[src/rtl/seq_pkg.sv]
// Shared types and constants for the datapath sequencer.
package seq_pkg;

    // Controller phases: accept, read/compute, write-back, respond.
    typedef enum logic [1:0] {
        IDLE = 2'd0,
        EXEC = 2'd1,
        WB   = 2'd2,
        RESP = 2'd3
    } state_t;

    // cmd_op encodings.
    localparam logic OP_ALU   = 1'b0;
    localparam logic OP_LOADI = 1'b1;

    // Storage widths of the latched command; instances must keep
    // Abits <= CMD_ABITS_MAX and Dbits <= CMD_DBITS_MAX.
    localparam int CMD_ABITS_MAX = 16;
    localparam int CMD_DBITS_MAX = 64;

    typedef struct packed {
        logic                     op;
        logic [5:0]               alufn;
        logic [CMD_ABITS_MAX-1:0] rs;
        logic [CMD_ABITS_MAX-1:0] rt;
        logic [CMD_ABITS_MAX-1:0] rd;
        logic [CMD_DBITS_MAX-1:0] imm;
    } cmd_t;

endpackage

[src/rtl/datapath_sequencer.sv]
// Multi-cycle controller driving the register-file + ALU datapath:
// accept command, read/compute, write back, then return the result.
module datapath_sequencer
    import seq_pkg::*;
#(
    parameter int Nloc  = 32,
    parameter int Dbits = 32,
    parameter int Abits = $clog2(Nloc),
    parameter int Cbits = 16
) (
    input  logic             clock,
    input  logic             reset_n,
    input  logic             cmd_valid,
    output logic             cmd_ready,
    input  logic             cmd_op,
    input  logic [5:0]       cmd_alufn,
    input  logic [Abits-1:0] cmd_rs,
    input  logic [Abits-1:0] cmd_rt,
    input  logic [Abits-1:0] cmd_rd,
    input  logic [Dbits-1:0] cmd_imm,
    output logic             rsp_valid,
    input  logic             rsp_ready,
    output logic [Dbits-1:0] rsp_result,
    output logic             rsp_zero,
    output logic [Cbits-1:0] ops_done,
    output logic             RegWrite,
    output logic [Abits-1:0] ReadAddr1,
    output logic [Abits-1:0] ReadAddr2,
    output logic [Abits-1:0] WriteAddr,
    output logic [5:0]       ALUFN,
    output logic [Dbits-1:0] WriteData,
    input  logic [Dbits-1:0] ALUResult,
    input  logic             FlagZ
);

    state_t           state_q, state_d;
    cmd_t             cmd_q;
    logic [Dbits-1:0] capture_q;
    logic             zcap_q;
    logic [Cbits-1:0] ops_q;
    logic             cmd_fire;
    logic             rsp_fire;

    assign cmd_fire = cmd_valid && cmd_ready;
    assign rsp_fire = rsp_valid && rsp_ready;
    assign ops_done = ops_q;

    // State register.
    always_ff @(posedge clock or negedge reset_n) begin
        if (!reset_n) state_q <= IDLE;
        else          state_q <= state_d;
    end

    // Latch the command on acceptance; later changes on the bus are ignored.
    always_ff @(posedge clock or negedge reset_n) begin
        if (!reset_n) begin
            cmd_q <= '0;
        end else if (cmd_fire) begin
            cmd_q <= '{op:    cmd_op,
                       alufn: cmd_alufn,
                       rs:    CMD_ABITS_MAX'(cmd_rs),
                       rt:    CMD_ABITS_MAX'(cmd_rt),
                       rd:    CMD_ABITS_MAX'(cmd_rd),
                       imm:   CMD_DBITS_MAX'(cmd_imm)};
        end
    end

    // Capture the value to write back at the end of EXEC.
    always_ff @(posedge clock or negedge reset_n) begin
        if (!reset_n) begin
            capture_q <= '0;
            zcap_q    <= 1'b0;
        end else if (state_q == EXEC) begin
            if (cmd_q.op == OP_LOADI) begin
                capture_q <= Dbits'(cmd_q.imm);
                zcap_q    <= (cmd_q.imm == '0);
            end else begin
                capture_q <= ALUResult;
                zcap_q    <= FlagZ;
            end
        end
    end

    // Completed-response counter, wraps silently.
    always_ff @(posedge clock or negedge reset_n) begin
        if (!reset_n)      ops_q <= '0;
        else if (rsp_fire) ops_q <= ops_q + Cbits'(1);
    end

    // Next-state and output decode.
    always_comb begin
        state_d    = state_q;
        cmd_ready  = 1'b0;
        rsp_valid  = 1'b0;
        rsp_result = '0;
        rsp_zero   = 1'b0;
        RegWrite   = 1'b0;
        ReadAddr1  = '0;
        ReadAddr2  = '0;
        WriteAddr  = '0;
        ALUFN      = '0;
        WriteData  = '0;
        case (state_q)
            IDLE: begin
                cmd_ready = 1'b1;
                if (cmd_valid) state_d = EXEC;
            end
            EXEC: begin
                ReadAddr1 = Abits'(cmd_q.rs);
                ReadAddr2 = Abits'(cmd_q.rt);
                ALUFN     = cmd_q.alufn;
                state_d   = WB;
            end
            WB: begin
                RegWrite  = 1'b1;
                ReadAddr1 = Abits'(cmd_q.rs);
                ReadAddr2 = Abits'(cmd_q.rt);
                ALUFN     = cmd_q.alufn;
                WriteAddr = Abits'(cmd_q.rd);
                WriteData = capture_q;
                state_d   = RESP;
            end
            RESP: begin
                rsp_valid  = 1'b1;
                rsp_result = capture_q;
                rsp_zero   = zcap_q;
                if (rsp_ready) state_d = IDLE;
            end
            default: state_d = IDLE;
        endcase
    end

endmodule
[config.mk]
export PLATFORM = sky130hd
export DESIGN_NAME = datapath_sequencer
export DESIGN_NICKNAME = d
export VERILOG_FILES = /design/src/rtl/seq_pkg.sv /design/src/rtl/datapath_sequencer.sv
export SDC_FILE = /design/constraint.sdc
export NUM_CORES = 1
export LEC_CHECK = 0
export BUFFER_PORTS_ARGS = -buffer_cell sky130_fd_sc_hd__buf_2
export CAP_MARGIN = 20
export CELL_PAD_IN_SITES_DETAIL_PLACEMENT = 2
export CELL_PAD_IN_SITES_GLOBAL_PLACEMENT = 2
export CORE_MARGIN = 1.5
export CORE_UTILIZATION = 31
export CTS_BUF_LIST = sky130_fd_sc_hd__clkbuf_4
export CTS_CLUSTER_SIZE = 16
export DETAILED_ROUTE_END_ITERATION = 6
export GPL_TIMING_DRIVEN = 0
export PLACE_DENSITY = 0.86
export SLEW_MARGIN = 5
export SYNTH_ARGS = -nofsm -noshare
export SYNTH_HDL_FRONTEND = slang
export SYNTH_SLANG_ARGS = --single-unit
[constraint.sdc]
create_clock -name clock -period 2.1 [get_ports clock]
set_input_delay 0.105 -clock clock [delete_from_list [all_inputs] [get_ports clock]]
set_output_delay 0.105 -clock clock [all_outputs]
set_load 0.005 [all_outputs]
======== Word-level counts from Yosys, hierarchy flattened ========
Cells that the tools add are included.
storage, ports and cells
  bits in registers ....................... 105
  output and inout bits ................... 105
cells by class
  reduce and logical (&&, ||, !) cells .... 6
  $add $sub $neg .......................... 1
  muxes and demuxes ....................... 15
  eq/ne operators ......................... 5
operators with widths
  cell                   number
  $mux 32                3
  $logic_not 64->1       1
  $add 16x1->16 const B  1
  $mux 5                 3
  $pmux 2 s4             1
  $mux 6                 1
  $mux 1                 5
  $eq 2x2->1 const B     2
  $mux 2                 2
  $ne 2x2->1 const B     2
  $eq 2x1->1 const B     1
  $logic_and 1x1->1      2
  $logic_not 2->1        1
  $reduce_and 2->1       1
  $reduce_or 2->1        1

======== Logic depth before layout (Yosys ltp) ========
  word-level depth ........................ 3
  gate-level depth with buffers ........... 6
  gate-level depth less buffers ........... 6

======== Worst setup path after synthesis ========
OpenSTA, ideal clock, no wires.
  kind .................................... register -> register
  start ................................... reg state_q[0]
  end ..................................... reg cmd_q[0] (netlist name)
  cell stages (with the launch flop) ...... 6
  buffers on the path ..................... 1
  required time ........................... 1975 ps
  clock period less this slack ............ 1711 ps
  data arrival time ....................... 1586 ps
  path slack .............................. 389 ps
  path through ............................ dfrtp_1 > inv_1 > ha_1 > nand2_1 > clkbuf_1 > mux2_2
between the ends
  longest elaborated chain between the ends .. 3
ends and longest elaborated chain
  item                    RTL line                   source
  start, declared         datapath_sequencer.sv:36   state_t state_q, state_d;
  start signal, assigned  datapath_sequencer.sv:51   else state_q <= state_d;
  $logic_not 2->1         datapath_sequencer.sv:103  case (state_q)
  $mux 1                  datapath_sequencer.sv:103
  named net cmd_ready     datapath_sequencer.sv:14   output logic cmd_ready,
  $logic_and 1x1->1       datapath_sequencer.sv:44   assign cmd_fire = cmd_valid && cmd_ready;
  end signal, assigned    datapath_sequencer.sv:59   cmd_q <= '{op: cmd_op,
  end, declared           datapath_sequencer.sv:37   cmd_t cmd_q;
The timed path passes the listed nets, and every way through them passes these cells.
A chain may end at the register's enable or synchronous reset.

======== Worst setup path after layout ========
  start ................................... reg state_q[0]
  end ..................................... out rsp_result[30]
between the ends
  longest elaborated chain between the ends .. 2
ends and longest elaborated chain
  item           RTL line                   source
  $eq 2x2->1     datapath_sequencer.sv:103
  $mux 32        datapath_sequencer.sv:103
  end, declared  datapath_sequencer.sv:23   output logic [Dbits-1:0] rsp_result,
Every way passes these cells.

==> results_dict.tcl <==
set metrics [dict create \
    reg2reg_to "zcap_q" \
    die-area_um2 16780 \
    muxShareOfSynthArea 0.1935 \
    p_leak_uw 0.003642 \
    synth_cells 436 \
    seq_area_um2 2629 \
    drive_above_1_share 0.4022 \
    ys_ff_latch 105 \
    synthAdderAreaFrac 0.01512 \
    ys_top_cells_by_count "dfrtp_1 (105), and2_1 (87), mux2_2 (56)" \
    ir_drop_v 0.0004719 \
    root_buffer "clkbuf_4" \
    path_clk_slew_ns 0.17 \
    synth-edff-count 0 \
    die_x_um 129.6 \
    area_growth_pct 48.41 \
    rsz0062_at_grt "false" \
    min_period_ns 2.023 \
    yosys_warnings 0 \
    grt_pass1_wl_mm 31.45 \
    yosysSeqAreaShare 0.5292 \
    finalSetupViolCount 0 \
    synthXorXnorAreaFrac 0.02646 \
    hold_path_class "in2async" \
    worst_pin_slew_ns 0.7460 \
    finalWorstSetupSlack_ns 0.07684 \
    grt_usage 0.2507 \
    dr.pass1.iters 4 \
    powerDensity_nw_per_um2 1346 \
    hold_viol 0 \
    cts_sinks 105 \
    outcome "completed" \
    synth_top_family_by_area "multiplexers" \
    die_h_um 129.6 \
    post-route-period-util 0.9634 \
    synth_compound_area_frac 0.03553 \
    wl_mm 20.44 \
    arrival_ns 1.92 \
    clock-skew-final_ns 0.02798 \
    pre_cts_ws_ns -0.1489 \
    io_buffers 195 \
    timing.rr.start "state_q[1]" \
    synth_area_leaders "dfrtp_1 (53%), mux2_2 (13%), and2_1 (11%)" \
    antenna_found_initial 4 \
    start_kind "flop" \
    synthSimpleGateAreaFrac 0.1754 \
    final_max_slew_viol_count 0 \
    viasPerCell 4.793 \
    synth-main-ff-cell "dfrtp_1" \
    first_iter_violations 137 \
    row_count 46 \
    cts_tree "built" \
    initial_core_util 0.3148 \
    r2r_cells 6 \
    io_pins 196 \
    wire_per_inst_um 21.38 \
    post-route-util 0.4672 \
    grt_overflow 0 \
    numCtsBuffers 9 \
    yosysMostFrequentCell "dfrtp_1" \
    cts_buffer_depth 2 \
    core-area_um2 15770 \
    async_flop_share 1.000 \
    grt_max_degree 55 \
    h-tree-depth 3 \
    synth_top_area_share 0.5292 \
    worstSkewPairLatency_ns 0.49 \
    worst_setup_path_end_kind "primary output" \
    synth_top_cell_by_area "dfrtp_1" \
    fin_nets 829 \
    avgSynthCellArea_um2 11.39 \
    dp_hpwl_mm 13.05 \
    gp_congestion 0.8204 \
    fmax_mhz 494.3 \
    crit_path_end "rsp_result[30]" \
    multi_input_area_um2 2251 \
    drt.antenna.violating_nets 0 \
    drc 0 \
    ff2ff_setup_slack_ns 0.11 \
    drv_cap 0 \
    max_slew_margin 0.5027 \
    grt_pass1_vias 5431 \
    critPathMaxFanout 10 \
    syn-cell-area_um2 4965 \
    crit_path_start "state_q[0]" \
    fill_cells 1671 \
    required_ns 2.00 \
    num_vias 4582 \
    synth_cell_type_count 27 \
    path_class "reg2out" \
    syn_nets 533 \
]
## per-layer routing
metal,vias up,GRT usage,routed length (um)
met4,0,0.1294,861
met1,2325,0.2754,7783
li1,2056,-,-
met3,54,0.03262,671
met5,-,0,0
met2,147,0.4712,11130
## where the power goes
part           switching [uW]  internal (uW)
combinational            2560           2440
sequential                782           2950
clock                     719            474
## flip-flops by register name, indices dropped and copies added (netlist names)
register,cells
cmd_q,54
state_q,2
zcap_q,1
capture_q,32
ops_done,16
## critical path, cell delays in order, from the launching register on
cell,delay (ns)
dfrtp_1,0.45
ha_1,0.25
buf_4,0.18
clkbuf_2,0.21
and2_1,0.22
buf_2,0.13
## layout make-up
type,count,area share
multi-input combinational,301,0.3055
tap,216,0.03668
sequential,105,0.3568
clock buffer,9,0.009170
clock inverter,6,0.01121
buffer,24,0.01800
timing repair buffer,286,0.2588
inverter,5,0.002547
antenna,4,0.001358
## cells in the final DEF (no fill, tap or decap), drive strengths merged, types with 2 or more instances in the layout
cell type,n
nand2,6
diode,4
mux2,56
nor4,8
bufinv,2
buf,205
clkinv,3
nor2,35
or4,2
and2,87
nand4,4
xor2,5
mux2i,33
nand3,8
clkbuf,24
inv,6
dlygate4sd3,90
xnor2,10
dfrtp,105
ha,6
a21oi,33
## kinds of logic (layout without fill, tap and decap cells)
logic type      Yosys count  in the layout
other cells               0              4
simple gates            156            156
compound gates           35             35
mux                      89             89
flops                   105            105
xor+xnor                 15             15
buf+inv                  30            330
fa+ha+maj                 6              6
## how the worst min path moves through the flow
stage               depth (start not counted)       endpoint  slack, ns
finish                                      2  capture_q[20]       0.28
global placement                            2      cmd_q[64]       0.34
CTS                                         2      cmd_q[19]       0.20
global route                                2      cmd_q[15]       0.29
floorplan                                   0   capture_q[0]      -0.19
detailed placement                          1      cmd_q[19]       0.21
## per-stage QoR
step	setup TNS, ns	hold slack (ns)	total power [uW]	cell area [um^2]	std cells
after CTS	-0.1013	0.1992	9758	7325	953
final	0	0.2770	9921	7368	956
after detailed placement	-3.641	0.2066	8359	6241	848
after floorplan	0	-0.1906	6200	4965	436
after global routing	0	0.2889	10630	7368	956
after global placement	-25.61	0.3370	7926	6211	847
## what timing repair did
action                                  4_1_cts  5_1_grt
gates resized for setup                      17       18
endpoints found under the hold margin       141        0
buffers inserted                              0        0
endpoints found under the setup margin      107       74
pin swaps                                     0        0
hold buffers                                 90        0
(Power assumes the default switching activity.)
